### src/rtl/writeback_unit_pkg.sv
// Shared constants for the writeback stage: load funct3 encodings, FSM state
// encoding and the zero word.
package writeback_unit_pkg;

  localparam logic [2:0] F3_LB  = 3'b000;
  localparam logic [2:0] F3_LH  = 3'b001;
  localparam logic [2:0] F3_LW  = 3'b010;
  localparam logic [2:0] F3_LBU = 3'b100;
  localparam logic [2:0] F3_LHU = 3'b101;

  localparam logic [31:0] ZERO_WORD = 32'h0000_0000;

  typedef enum logic {
    ST_IDLE      = 1'b0,
    ST_WAIT_LOAD = 1'b1
  } wb_state_e;

endpackage

### src/rtl/writeback_unit_load_align.sv
// Combinational load data extraction: selects the addressed byte/halfword of a
// naturally aligned read word and sign- or zero-extends it.
module load_align
  import writeback_unit_pkg::*;
(
  input  logic [31:0] rdata,
  input  logic [2:0]  funct3,
  input  logic [1:0]  addr_lo,
  output logic [31:0] result
);

  logic [7:0]  byte_sel;
  logic [15:0] half_sel;

  always_comb begin
    // NOTE: every output of a combinational block gets a default first so no
    // path through the case statements can infer a latch.
    byte_sel = rdata[7:0];
    half_sel = rdata[15:0];
    result   = rdata;

    case (addr_lo)
      2'd1:    byte_sel = rdata[15:8];
      2'd2:    byte_sel = rdata[23:16];
      2'd3:    byte_sel = rdata[31:24];
      default: byte_sel = rdata[7:0];
    endcase

    if (addr_lo[1]) half_sel = rdata[31:16];

    // Word and reserved encodings fall through to the full word.
    case (funct3)
      F3_LB:   result = {{24{byte_sel[7]}}, byte_sel};
      F3_LBU:  result = {24'h0, byte_sel};
      F3_LH:   result = {{16{half_sel[15]}}, half_sel};
      F3_LHU:  result = {16'h0, half_sel};
      default: result = rdata;
    endcase
  end

endmodule

### src/rtl/writeback_unit.sv
// RV32 writeback stage: drives the register-file write port, waits for load
// responses and counts retirements. Optional decode bypass via WB_BYPASS_EN.
module writeback_unit
  import writeback_unit_pkg::*;
#(
  parameter int XLEN = 32
) (
  input  logic            clk,
  input  logic            rst,
  input  logic            in_valid,
  output logic            in_ready,
  input  logic [4:0]      in_rd,
  input  logic            in_wen,
  input  logic            in_is_load,
  input  logic [2:0]      in_funct3,
  input  logic [1:0]      in_addr_lo,
  input  logic [XLEN-1:0] in_result,
  input  logic            dmem_rvalid,
  input  logic [XLEN-1:0] dmem_rdata,
  output logic [4:0]      rf_rd,
  output logic            rf_wen,
  output logic [XLEN-1:0] rf_wdata,
`ifdef WB_BYPASS_EN
  output logic [31:0]     retire_cnt,
  output logic            fwd_valid,
  output logic [4:0]      fwd_rd,
  output logic [XLEN-1:0] fwd_data,
  output logic            load_pending,
  output logic [4:0]      pending_rd
`else
  output logic [31:0]     retire_cnt
`endif
);

  wb_state_e   state;
  logic [4:0]  lat_rd;
  logic        lat_wen;
  logic [2:0]  lat_funct3;
  logic [1:0]  lat_addr_lo;
  logic [31:0] load_data;

  assign in_ready = (state == ST_IDLE);

  load_align u_load_align (
    .rdata   (dmem_rdata),
    .funct3  (lat_funct3),
    .addr_lo (lat_addr_lo),
    .result  (load_data)
  );

  // NOTE: all sequential state uses non-blocking assignments so every
  // register samples pre-edge values regardless of statement order.
  always_ff @(posedge clk or negedge rst) begin
    if (!rst) begin
      state       <= ST_IDLE;
      lat_rd      <= 5'd0;
      lat_wen     <= 1'b0;
      lat_funct3  <= 3'd0;
      lat_addr_lo <= 2'd0;
      rf_rd       <= 5'd0;
      rf_wen      <= 1'b0;
      rf_wdata    <= ZERO_WORD;
      retire_cnt  <= ZERO_WORD;
    end else begin
      rf_wen <= 1'b0;
      case (state)
        ST_IDLE: begin
          if (in_valid) begin
            if (in_is_load) begin
              lat_rd      <= in_rd;
              lat_wen     <= in_wen & (in_rd != 5'd0);
              lat_funct3  <= in_funct3;
              lat_addr_lo <= in_addr_lo;
              state       <= ST_WAIT_LOAD;
            end else begin
              rf_rd      <= in_rd;
              rf_wdata   <= in_result;
              rf_wen     <= in_wen & (in_rd != 5'd0);
              retire_cnt <= retire_cnt + 32'd1;
            end
          end
        end
        ST_WAIT_LOAD: begin
          if (dmem_rvalid) begin
            rf_rd      <= lat_rd;
            rf_wdata   <= load_data;
            rf_wen     <= lat_wen;
            retire_cnt <= retire_cnt + 32'd1;
            state      <= ST_IDLE;
          end
        end
        default: state <= ST_IDLE;
      endcase
    end
  end

`ifdef WB_BYPASS_EN
  // The register file returns the old value during a write, so decode takes
  // the in-flight value from here and stalls on an outstanding load.
  assign fwd_valid    = rf_wen;
  assign fwd_rd       = rf_rd;
  assign fwd_data     = rf_wdata;
  assign load_pending = (state == ST_WAIT_LOAD) & lat_wen;
  assign pending_rd   = lat_rd;
`endif

endmodule

### config.mk
export PLATFORM = sky130hd
export DESIGN_NAME = writeback_unit
export DESIGN_NICKNAME = d
export VERILOG_FILES = /design/src/rtl/writeback_unit_pkg.sv /design/src/rtl/writeback_unit_load_align.sv /design/src/rtl/writeback_unit.sv
export SDC_FILE = /design/constraint.sdc
export NUM_CORES = 1
export LEC_CHECK = 0
export BUFFER_PORTS_ARGS = -buffer_cell sky130_fd_sc_hd__buf_2
export CAP_MARGIN = 10
export CORE_ASPECT_RATIO = 0.75
export CORE_MARGIN = 10
export CORE_UTILIZATION = 52
export CTS_BUF_LIST = sky130_fd_sc_hd__clkbuf_2
export DETAILED_ROUTE_END_ITERATION = 7
export GPL_TIMING_DRIVEN = 0
export PLACE_DENSITY_LB_ADDON = 0.1
export SETUP_SLACK_MARGIN = 0.1
export SYNTH_ARGS = -nofsm -noshare
export SYNTH_HDL_FRONTEND = slang
export SYNTH_SLANG_ARGS = --single-unit
export TNS_END_PERCENT = 50
### constraint.sdc
create_clock -name clk -period 2.4 [get_ports clk]
set_clock_uncertainty 0.1 [all_clocks]
set_input_delay 0.48 -clock clk [delete_from_list [all_inputs] [get_ports clk]]
set_output_delay 0.48 -clock clk [all_outputs]
set_load 0.1 [all_outputs]
==> results of run 1 <==
synthesized netlist by cell type, types with 2 or more instances:
cell	number	area, sq um
a211oi_1	17	128
a21o_1	2	15.0
a21oi_1	21	105
a221oi_1	3	26.3
a22oi_1	3	22.5
a32oi_1	5	43.8
and3_1	3	18.8
and4_1	4	35.0
buf_2	4	20.0
buf_4	2	15.0
clkbuf_1	22	82.6
dfrtp_1	82	2050
inv_1	16	60.1
mux2_2	10	113
mux2i_1	14	140
nand2_1	48	180
nand3_1	10	50.1
nand4_1	4	25.0
nor2_1	36	135
nor2b_1	4	25.0
nor3_1	32	160
nor4_1	3	18.8
nor4_2	7	87.6
o211a_1	4	40.0
o211ai_1	5	37.5
o21ai_0	15	75.1
o21ai_1	5	25.0
o221ai_1	2	17.5
or4_1	2	15.0
xnor2_1	11	96.3
xor2_1	20	175
per-stage QoR:
step | util | setup TNS (ps) | setup WS (ps) | area [sq um] | instances
after floorplan | - | 0 | 57.9 | 4270 | 436
after global placement | 0.651 | -1080 | -86.4 | 5150 | 691
after detailed placement | 0.655 | 0 | 142 | 5180 | 692
after CTS | 0.678 | 0 | 145 | 5370 | 710
after global routing | 0.679 | 0 | 95.7 | 5370 | 710
final | 0.679 | 0 | 185 | 5380 | 711
cell type report:
class | count | area share
Sequential cell | 82 | 0.385
Multi-Input combinational cell | 309 | 0.375
Timing Repair Buffer | 153 | 0.150
Buffer | 29 | 0.0244
Tap cell | 105 | 0.0244
Clock inverter | 7 | 0.0216
Inverter | 16 | 0.0112
Clock buffer | 9 | 0.00838
Antenna cell | 1 | 0.000466
kinds of logic (layout without fill, tap and decap cells):
group / after synthesis / count (layout)
compound gates: 89 / 89
buf+inv: 45 / 214
simple gates: 163 / 163
other cells: 0 / 1
fa+ha+maj: 1 / 1
xor+xnor: 31 / 31
mux: 25 / 25
flops: 82 / 82
worst max path at each step:
stage	startpoint	cells after the start	endpoint	slack, ps
2_1_floorplan	retire_cnt[4]$_DFFE_PN0P_	5	retire_cnt[30]$_DFFE_PN0P_	60
3_3_place_gp	rst	1	retire_cnt[12]$_DFFE_PN0P_	-90
3_5_place_dp	in_is_load	6	retire_cnt[30]$_DFFE_PN0P_	140
4_1_cts	state$_DFF_PN0_	3	in_ready	150
5_1_grt	state$_DFF_PN0_	3	in_ready	100
6_report	lat_addr_lo[1]$_DFFE_PN0P_	6	rf_wdata[26]$_DFFE_PN0P_	180
per-layer routing:
metal	GRT usage	vias to the layer above
li1	-	1890
met2	0.344	182
met5	0	-
met4	0.0706	0
met1	0.294	2026
met3	0.0746	22
power by group through the flow:
stage	combinational [mW]	sequential (mW)	clock, mW
2_1_floorplan	0.639	3.50	0
3_3_place_gp	2.86	1.87	0
3_5_place_dp	2.90	1.88	0
4_1_cts	2.91	1.85	0.979
5_1_grt	3.03	1.89	1.03
6_report	2.91	1.86	0.962
registers in the layout, indices dropped and copies added (netlist names):
register	count
rf_wdata	32
lat_wen	1
rf_wen	1
rf_rd	5
state	1
lat_rd	5
retire_cnt	32
lat_funct3	3
lat_addr_lo	2
critical path: cells and delay by family, from the launching register on:
family	cells	cell delay (ps)
muxes	1	590
buffers and inverters	2	410
AOI/OAI and AO/OA	2	400
DFF	1	380
and+or+nand+nor	1	220
timing repair:
item | in CTS | in global routing
hold buffers | 2 | 0
resized for setup | 3 | 3
gates cloned | 0 | 0
setup endpoints to repair | 1 | 4
hold endpoints to repair | 20 | 0
==> results_dict.tcl, run 1 <==
set metrics [dict create \
    cts_tree "yes" \
    clockBufferDepth 2 \
    layout-drive-gt1-share 0.355 \
    layout_commonest_cell "buf_2" \
    hold_slack_ps 47.8 \
    final_nets 681 \
    core.rowCount 28 \
    hold_start "in_funct3[0]" \
    rsz0062_at_grt "yes" \
    seqPwrFrac 0.325 \
    met3_length_mm 1.22 \
    drc 0 \
    synth_edf_count 0 \
    globalRouteOverflowTotal 0 \
    fin_total_pwr_mw 5.73 \
    reg2reg_slack_ps 180 \
    top_layer "met4" \
    fillCellCount 702 \
    synth_cells 436 \
    reg2reg_to "rf_wdata[26]$_DFFE_PN0P_" \
    io_pins 151 \
    dr_wl_met2_mm 6.35 \
    path_max_fanout 10 \
    synth_xor_area_frac 0.0638 \
    cts_buffers 9 \
    crit_type "flop to flop" \
    grtUsageTotal 0.224 \
    finalSetupViolations 0 \
    critical_path.most_common_cell "buf_4" \
    ys_warn_count 0 \
    cp-start-kind "flop" \
    htree_levels 3 \
    vias 4120 \
    synth_ff_type "dfrtp_1" \
    finalCriticalPeriod_ps 2220 \
    hold-path-cell-count 2 \
    antenna_found_initial 1 \
    ctsRootBufferMaster "clkbuf_2" \
    dp_hpwl_mm 11.1 \
    syn_nets 517 \
    synth-simple-area-share 0.197 \
    clkPwrFrac 0.168 \
    synth.area.mux_share 0.0647 \
    r2r_cells 6 \
    synth-seq-area-share 0.482 \
    routedWlPerCell_um 19.8 \
    internal-power_mw 2.64 \
    final_cell_mix "153 x buf_2, 69 x dfrtp_1, 48 x nand2_1" \
    die_area_sq_um 12200 \
    path_clk_slew_ps 240 \
    regArea_sq_um 2070 \
    min_to "lat_funct3[0]$_DFFE_PN0P_" \
    multi_input_area_sq_um 2010 \
    p_leak_nw 2.61 \
    synth_compound_area_frac 0.145 \
    drt.antenna.violating_nets 0 \
    cp_cell_sequence "buf_4 -> mux4_2 -> o221a_2 -> nor2_4 -> buf_4 -> a211oi_1" \
    firstDrtPassIters 4 \
    grt_pass1_vias 4177 \
    synth_top_family_by_area "simple AND/OR/NAND/NOR gates" \
    grt_max_degree 64 \
    cap_violations 0 \
    synthArstFlopShare 1.00 \
    power_per_cell_area_nw_per_um2 1070 \
    required_ps 2730 \
    worst_pin_slew_ps 717 \
    fmax_ghz 0.451 \
    clock_sinks 82 \
    crit_path_end_kind "flop" \
    swShare 0.540 \
    r2r-start "lat_addr_lo[1]$_DFFE_PN0P_" \
    portBuffers 150 \
    wl_mm 14.1 \
    power_switching_mw 3.09 \
    syn_area_sq_um 4250 \
    design.core.area_sq_um 7920 \
    viasPerCell 5.79 \
    grt_pass1_wl_mm 22.4 \
    post_cts_buffers 0 \
    initial_core_util 0.537 \
    maxSlewViolCount 0 \
    drt-initial-drc-count 316 \
    hold_viol 0 \
    fin_crit_sh 0.923 \
    ys_types 51 \
    die_y_um 98.3 \
    clk_latency_ps 540 \
    avgSynthCellArea_sq_um 9.76 \
    arrival_ps 2540 \
    peakVddDrop_uv 680 \
    gp_congestion 0.943 \
    ys_ff_latch 82 \
    status "complete, no violations" \
    synthAdderAreaFrac 0.00294 \
    p_comb_frac 0.507 \
    fp.dieW_um 124 \
    cpPeakStageDelay_ps 590 \
    route.layer.met1.wl_mm 6.33 \
    hp-class "input pin to flop" \
    crit_path_top_delay_cell "mux4_2" \
    relSlewSlack 0.521 \
    syn_to_final_growth_pct 26.4 \
]
Power figures use the tool's default switching activity.
==> run 2, diff against run 1 <==
--- a/config.mk
+++ b/config.mk
@@ -7,13 +7,14 @@
 export LEC_CHECK = 0
 export BUFFER_PORTS_ARGS = -buffer_cell sky130_fd_sc_hd__buf_2
 export CAP_MARGIN = 10
-export CORE_ASPECT_RATIO = 0.75
+export CORE_ASPECT_RATIO = 1.4
 export CORE_MARGIN = 10
 export CORE_UTILIZATION = 52
 export CTS_BUF_LIST = sky130_fd_sc_hd__clkbuf_2
 export DETAILED_ROUTE_END_ITERATION = 7
 export GPL_TIMING_DRIVEN = 0
 export PLACE_DENSITY_LB_ADDON = 0.1
+export RECOVER_POWER = 25
 export SETUP_SLACK_MARGIN = 0.1
 export SYNTH_ARGS = -nofsm -noshare
 export SYNTH_HDL_FRONTEND = slang
==> results_dict.tcl, run 2 (synthesis gave the netlist of run 1 again) <==
set metrics [dict create \
    vias 3977 \
    top_regs "retire_cnt x32, rf_wdata x32" \
    reg2reg_to "rf_wdata[27]$_DFFE_PN0P_" \
    initial_core_util 0.528 \
    hold_slack_ps 19.4 \
    grtUsageTotal 0.220 \
    r2r-start "lat_addr_lo[1]$_DFFE_PN0P_" \
    grt_pass1_vias 4123 \
    status "complete, no violations" \
    antenna_found_initial 1 \
    cts_buffers 9 \
    cts_tree "yes" \
    post_cts_buffers 0 \
    hold-path-cell-count 2 \
    fp.dieW_um 96.4 \
    io_pins 151 \
    hold_start "in_funct3[2]" \
    rsz0062_at_grt "no" \
    drt-initial-drc-count 218 \
    layout_commonest_cell "buf_2" \
    clock_sinks 82 \
    worst_pin_slew_ps 1460 \
    finalSetupViolations 0 \
    path_clk_slew_ps 230 \
    die_y_um 127 \
    core.rowCount 39 \
    final_cell_mix "153 x buf_2, 69 x dfrtp_1, 48 x nand2_1" \
    routedWlPerCell_um 18.8 \
    cpPeakStageDelay_ps 460 \
    reg2reg_slack_ps 270 \
    die_area_sq_um 12200 \
    place_ws_ps 159 \
    hold_viol 0 \
    required_ps 1820 \
    layout-drive-gt1-share 0.350 \
    crit_type "flop to output pin" \
    fin_total_pwr_mw 5.35 \
    design.core.area_sq_um 8050 \
    syn_to_final_growth_pct 24.6 \
    p_leak_nw 2.58 \
    htree_levels 3 \
    power_per_cell_area_nw_per_um2 1010 \
    cp_cell_sequence "inv_1 -> buf_2 -> buf_8" \
    firstDrtPassIters 5 \
    path_max_fanout 10 \
    fin_crit_sh 0.921 \
    viasPerCell 5.61 \
    peakVddDrop_uv 704 \
    portBuffers 150 \
    cap_violations 0 \
    clk_latency_ps 580 \
    tns_ps 0 \
    crit_family "buffers and inverters" \
    worstPathBufferInverterCount 3 \
    globalRouteOverflowTotal 0 \
    drc 0 \
    dp_hpwl_mm 10.6 \
    r2r_cells 6 \
    grt_pass1_wl_mm 21.0 \
    maxSlewViolCount 0 \
    clockBufferDepth 2 \
    wl_mm 13.3 \
    drt.antenna.violating_nets 0 \
    min_to "lat_funct3[2]$_DFFE_PN0P_" \
    utilization 0.659 \
    finalCriticalPeriod_ps 2210 \
    crit_path_top_delay_cell "dfrtp_1" \
    ctsRootBufferMaster "clkbuf_2" \
    cp-start-kind "flop" \
    gp_congestion 0.902 \
    fmax_ghz 0.453 \
    grt_max_degree 60 \
    relSlewSlack 0.0285 \
    hp-class "input pin to flop" \
    crit_path_end_kind "output pin" \
    worst_slack_ps 190 \
    arrival_ps 1630 \
    final_nets 682 \
]
-- run 2: per-stage QoR --
stage          cells  instance area, sq um
2_1_floorplan    436                  4270
3_3_place_gp     688                  5150
3_5_place_dp     689                  5180
4_1_cts          708                  5300
5_1_grt          709                  5300
6_report         709                  5300
-- run 2: power by group --
| group | leakage [nW] | internal (mW) | switching, mW |
|---|---|---|---|
| combinational | 1.54 | 0.535 | 2.34 |
| sequential | 0.974 | 1.65 | 0.195 |
| clock | 0.0568 | 0.132 | 0.491 |
-- run 2: layout make-up --
type                    count  area, sq um
fillers                   724         2750
plain buffers              29          130
clock inverters             6         33.8
diodes                      1         2.50
multi-input cells         309         2010
flip-flops and latches     82         2070
repair buffers            154          817
inverters                  16         60.1
well taps                 102          128
clock buffers              10         50.0
-- run 2: worst register-to-register path, cell delays in order (launching register included) --
cell and delay [ps]:
dfrtp_1 380, buf_4 180, mux4_2 580, o221a_2 300
nor2_4 170, buf_4 210, a211oi_1 100
-- run 2: metal layers --
layer | wire [um] | global-route usage | vias to the layer above
met1 | 5000 | 0.254 | 1883
met3 | 1130 | 0.0539 | 35
li1 | - | - | 1884
met5 | 0 | 0 | -
met4 | 438 | 0.106 | 0
met2 | 6740 | 0.367 | 175
-- run 2: how the worst max path moves through the flow --
stage	startpoint	end	cells after the start
2_1_floorplan	retire_cnt[4]$_DFFE_PN0P_	retire_cnt[30]$_DFFE_PN0P_	5
3_3_place_gp	rst	retire_cnt[1]$_DFFE_PN0P_	1
3_5_place_dp	in_is_load	rf_wdata[27]$_DFFE_PN0P_	7
4_1_cts	state$_DFF_PN0_	in_ready	3
5_1_grt	state$_DFF_PN0_	in_ready	3
6_report	state$_DFF_PN0_	in_ready	3
-- run 2: what timing repair did --
| item | CTS | global route |
|---|---|---|
| hold endpoints to repair | 25 | 0 |
| resized for setup | 3 | 2 |
| endpoints found under the setup margin | 1 | 1 |
| hold buffers | 3 | 0 |
==> run 3, diff against run 2 <==
--- a/config.mk
+++ b/config.mk
@@ -9,7 +9,7 @@
 export CAP_MARGIN = 10
 export CORE_ASPECT_RATIO = 1.4
 export CORE_MARGIN = 10
-export CORE_UTILIZATION = 52
+export CORE_UTILIZATION = 45
 export CTS_BUF_LIST = sky130_fd_sc_hd__clkbuf_2
 export DETAILED_ROUTE_END_ITERATION = 7
 export GPL_TIMING_DRIVEN = 0
==> results_dict.tcl, run 3 (synthesis gave the netlist of run 1 again) <==
set metrics [dict create \
    hold_viol 0 \
    place_ws_ps 175 \
    reg2reg_slack_ps 260 \
    fin_total_pwr_mw 5.56 \
    grtUsageTotal 0.198 \
    io_pins 151 \
    htree_levels 3 \
    viasPerCell 5.58 \
    fin_crit_sh 0.908 \
    crit_type "input pin to flop" \
    clockBufferDepth 2 \
    firstDrtPassIters 5 \
    arrival_ps 2520 \
    cap_violations 0 \
    core.rowCount 41 \
    drt-initial-drc-count 174 \
    globalRouteOverflowTotal 0 \
    seqPwrFrac 0.333 \
    power_per_cell_area_nw_per_um2 1040 \
    rsz0062_at_grt "yes" \
    status "complete, no violations" \
    fillCellCount 869 \
    path_max_fanout 10 \
    vias 3979 \
    ctsRootBufferMaster "clkbuf_2" \
    fp.dieW_um 102 \
    clk_latency_ps 560 \
    swShare 0.545 \
    p_leak_nw 2.59 \
    routedWlPerCell_um 19.4 \
    crit_path_end_kind "flop" \
    use_met3 0.0485 \
    use_met1 0.201 \
    cts_buffers 9 \
    utilization 0.584 \
    grt_pass1_wl_mm 21.1 \
    finalCriticalPeriod_ps 2180 \
    top_usage_layer "met2" \
    design.core.area_sq_um 9130 \
    fmax_ghz 0.459 \
    portBuffers 150 \
    final_nets 681 \
    finalSetupViolations 0 \
    initial_core_util 0.466 \
    syn_to_final_growth_pct 25.3 \
    p_comb_frac 0.518 \
    clock_sinks 82 \
    gp_congestion 0.856 \
    dp_hpwl_mm 10.9 \
    worst_pin_slew_ps 835 \
    peakVddDrop_uv 573 \
    die_area_sq_um 13800 \
    drt.antenna.violating_nets 0 \
    power_switching_mw 3.03 \
    layout-drive-gt1-share 0.352 \
    relSlewSlack 0.443 \
    wl_mm 13.8 \
    cts_tree "yes" \
    required_ps 2740 \
    antenna_found_initial 1 \
    top_regs "retire_cnt x32, rf_wdata x32" \
    worst_slack_ps 220 \
    internal-power_mw 2.53 \
    grt_pass1_vias 4172 \
    layout_commonest_cell "buf_2" \
    path_clk_slew_ps 220 \
    hp-class "input pin to flop" \
    cp-start-kind "input pin" \
    die_y_um 135 \
    final_cell_mix "152 x buf_2, 69 x dfrtp_1, 48 x nand2_1" \
    clkPwrFrac 0.149 \
    grt_max_degree 52 \
    maxSlewViolCount 0 \
    drc 0 \
    grt_use_met2 0.354 \
]
run 3: changes by cell type in the layout (fill, tap and decap cells not counted), sizes merged:
cell	before	now
buf	158	156
clkinvlp	1	0
dlygate4sd3	3	2
bufinv	0	2
clkbuf	32	34
inv	16	17
clkinv	5	3
run 3: routing by layer:
metal,routed length [um],up-vias
met5,0,-
met4,558,0
met3,908,34
met2,7280,150
met1,5060,1913
li1,-,1882
run 3: per-stage QoR:
step,std cells,setup TNS (ps),area [sq um],hold slack (ps)
CTS,712,0,5340,10.3
floorplan,436,0,4270,84.4
global placement,693,-857,5150,352
finish,713,0,5330,33.5
detailed placement,694,0,5180,364
global route,713,0,5330,11.6
run 3: worst max-delay path: stages:
cell and delay (ps):
dlygate4sd3_1 530, buf_2 140, and2_1 240, o2111ai_1 300, clkbuf_1 480, nor3_1 170
xor2_1 170
run 3: timing repair:
action	in CTS	in global routing
cloned	0	0
setup endpoints to repair	1	2
hold endpoints to repair	32	0
setup buffers	0	0
hold buffers	2	0
gates resized for setup	3	3
run 3: path summary, 6_finish.rpt:
path                                             from                    endpoint  cells past startpoint
min in group asynchronous                         rst  retire_cnt[12]$_DFFE_PN0P_                      2
hold reg to reg            retire_cnt[31]$_DFFE_PN0P_  retire_cnt[31]$_DFFE_PN0P_                      1
max in group asynchronous                         rst   retire_cnt[0]$_DFFE_PN0P_                      3
setup / recovery                          dmem_rvalid  retire_cnt[24]$_DFFE_PN0P_                      7
setup reg to reg            retire_cnt[0]$_DFFE_PN0P_  retire_cnt[24]$_DFFE_PN0P_                      6
hold / removal                          in_addr_lo[0]  lat_addr_lo[0]$_DFFE_PN0P_                      2
run 3: power groups by stage:
stage	Clock, mW	Sequential (mW)	Combinational [mW]
2_1_floorplan	0	3.50	0.639
3_3_place_gp	0	1.87	2.86
3_5_place_dp	0	1.88	2.88
4_1_cts	0.856	1.85	2.89
5_1_grt	0.915	1.89	2.99
6_report	0.830	1.85	2.88
run 3: layout make-up:
type                            count  area (sq um)  share of cell area
Antenna cell                        1          2.50            0.000469
Buffer                             29           133              0.0249
Clock buffer                       10          50.0             0.00939
Clock inverter                      6          81.3              0.0153
Inverter                           16          60.1              0.0113
Multi-Input combinational cell    309          2010               0.378
Sequential cell                    82          2070               0.388
Tap cell                          107           134              0.0251
Timing Repair Buffer              153           788               0.148
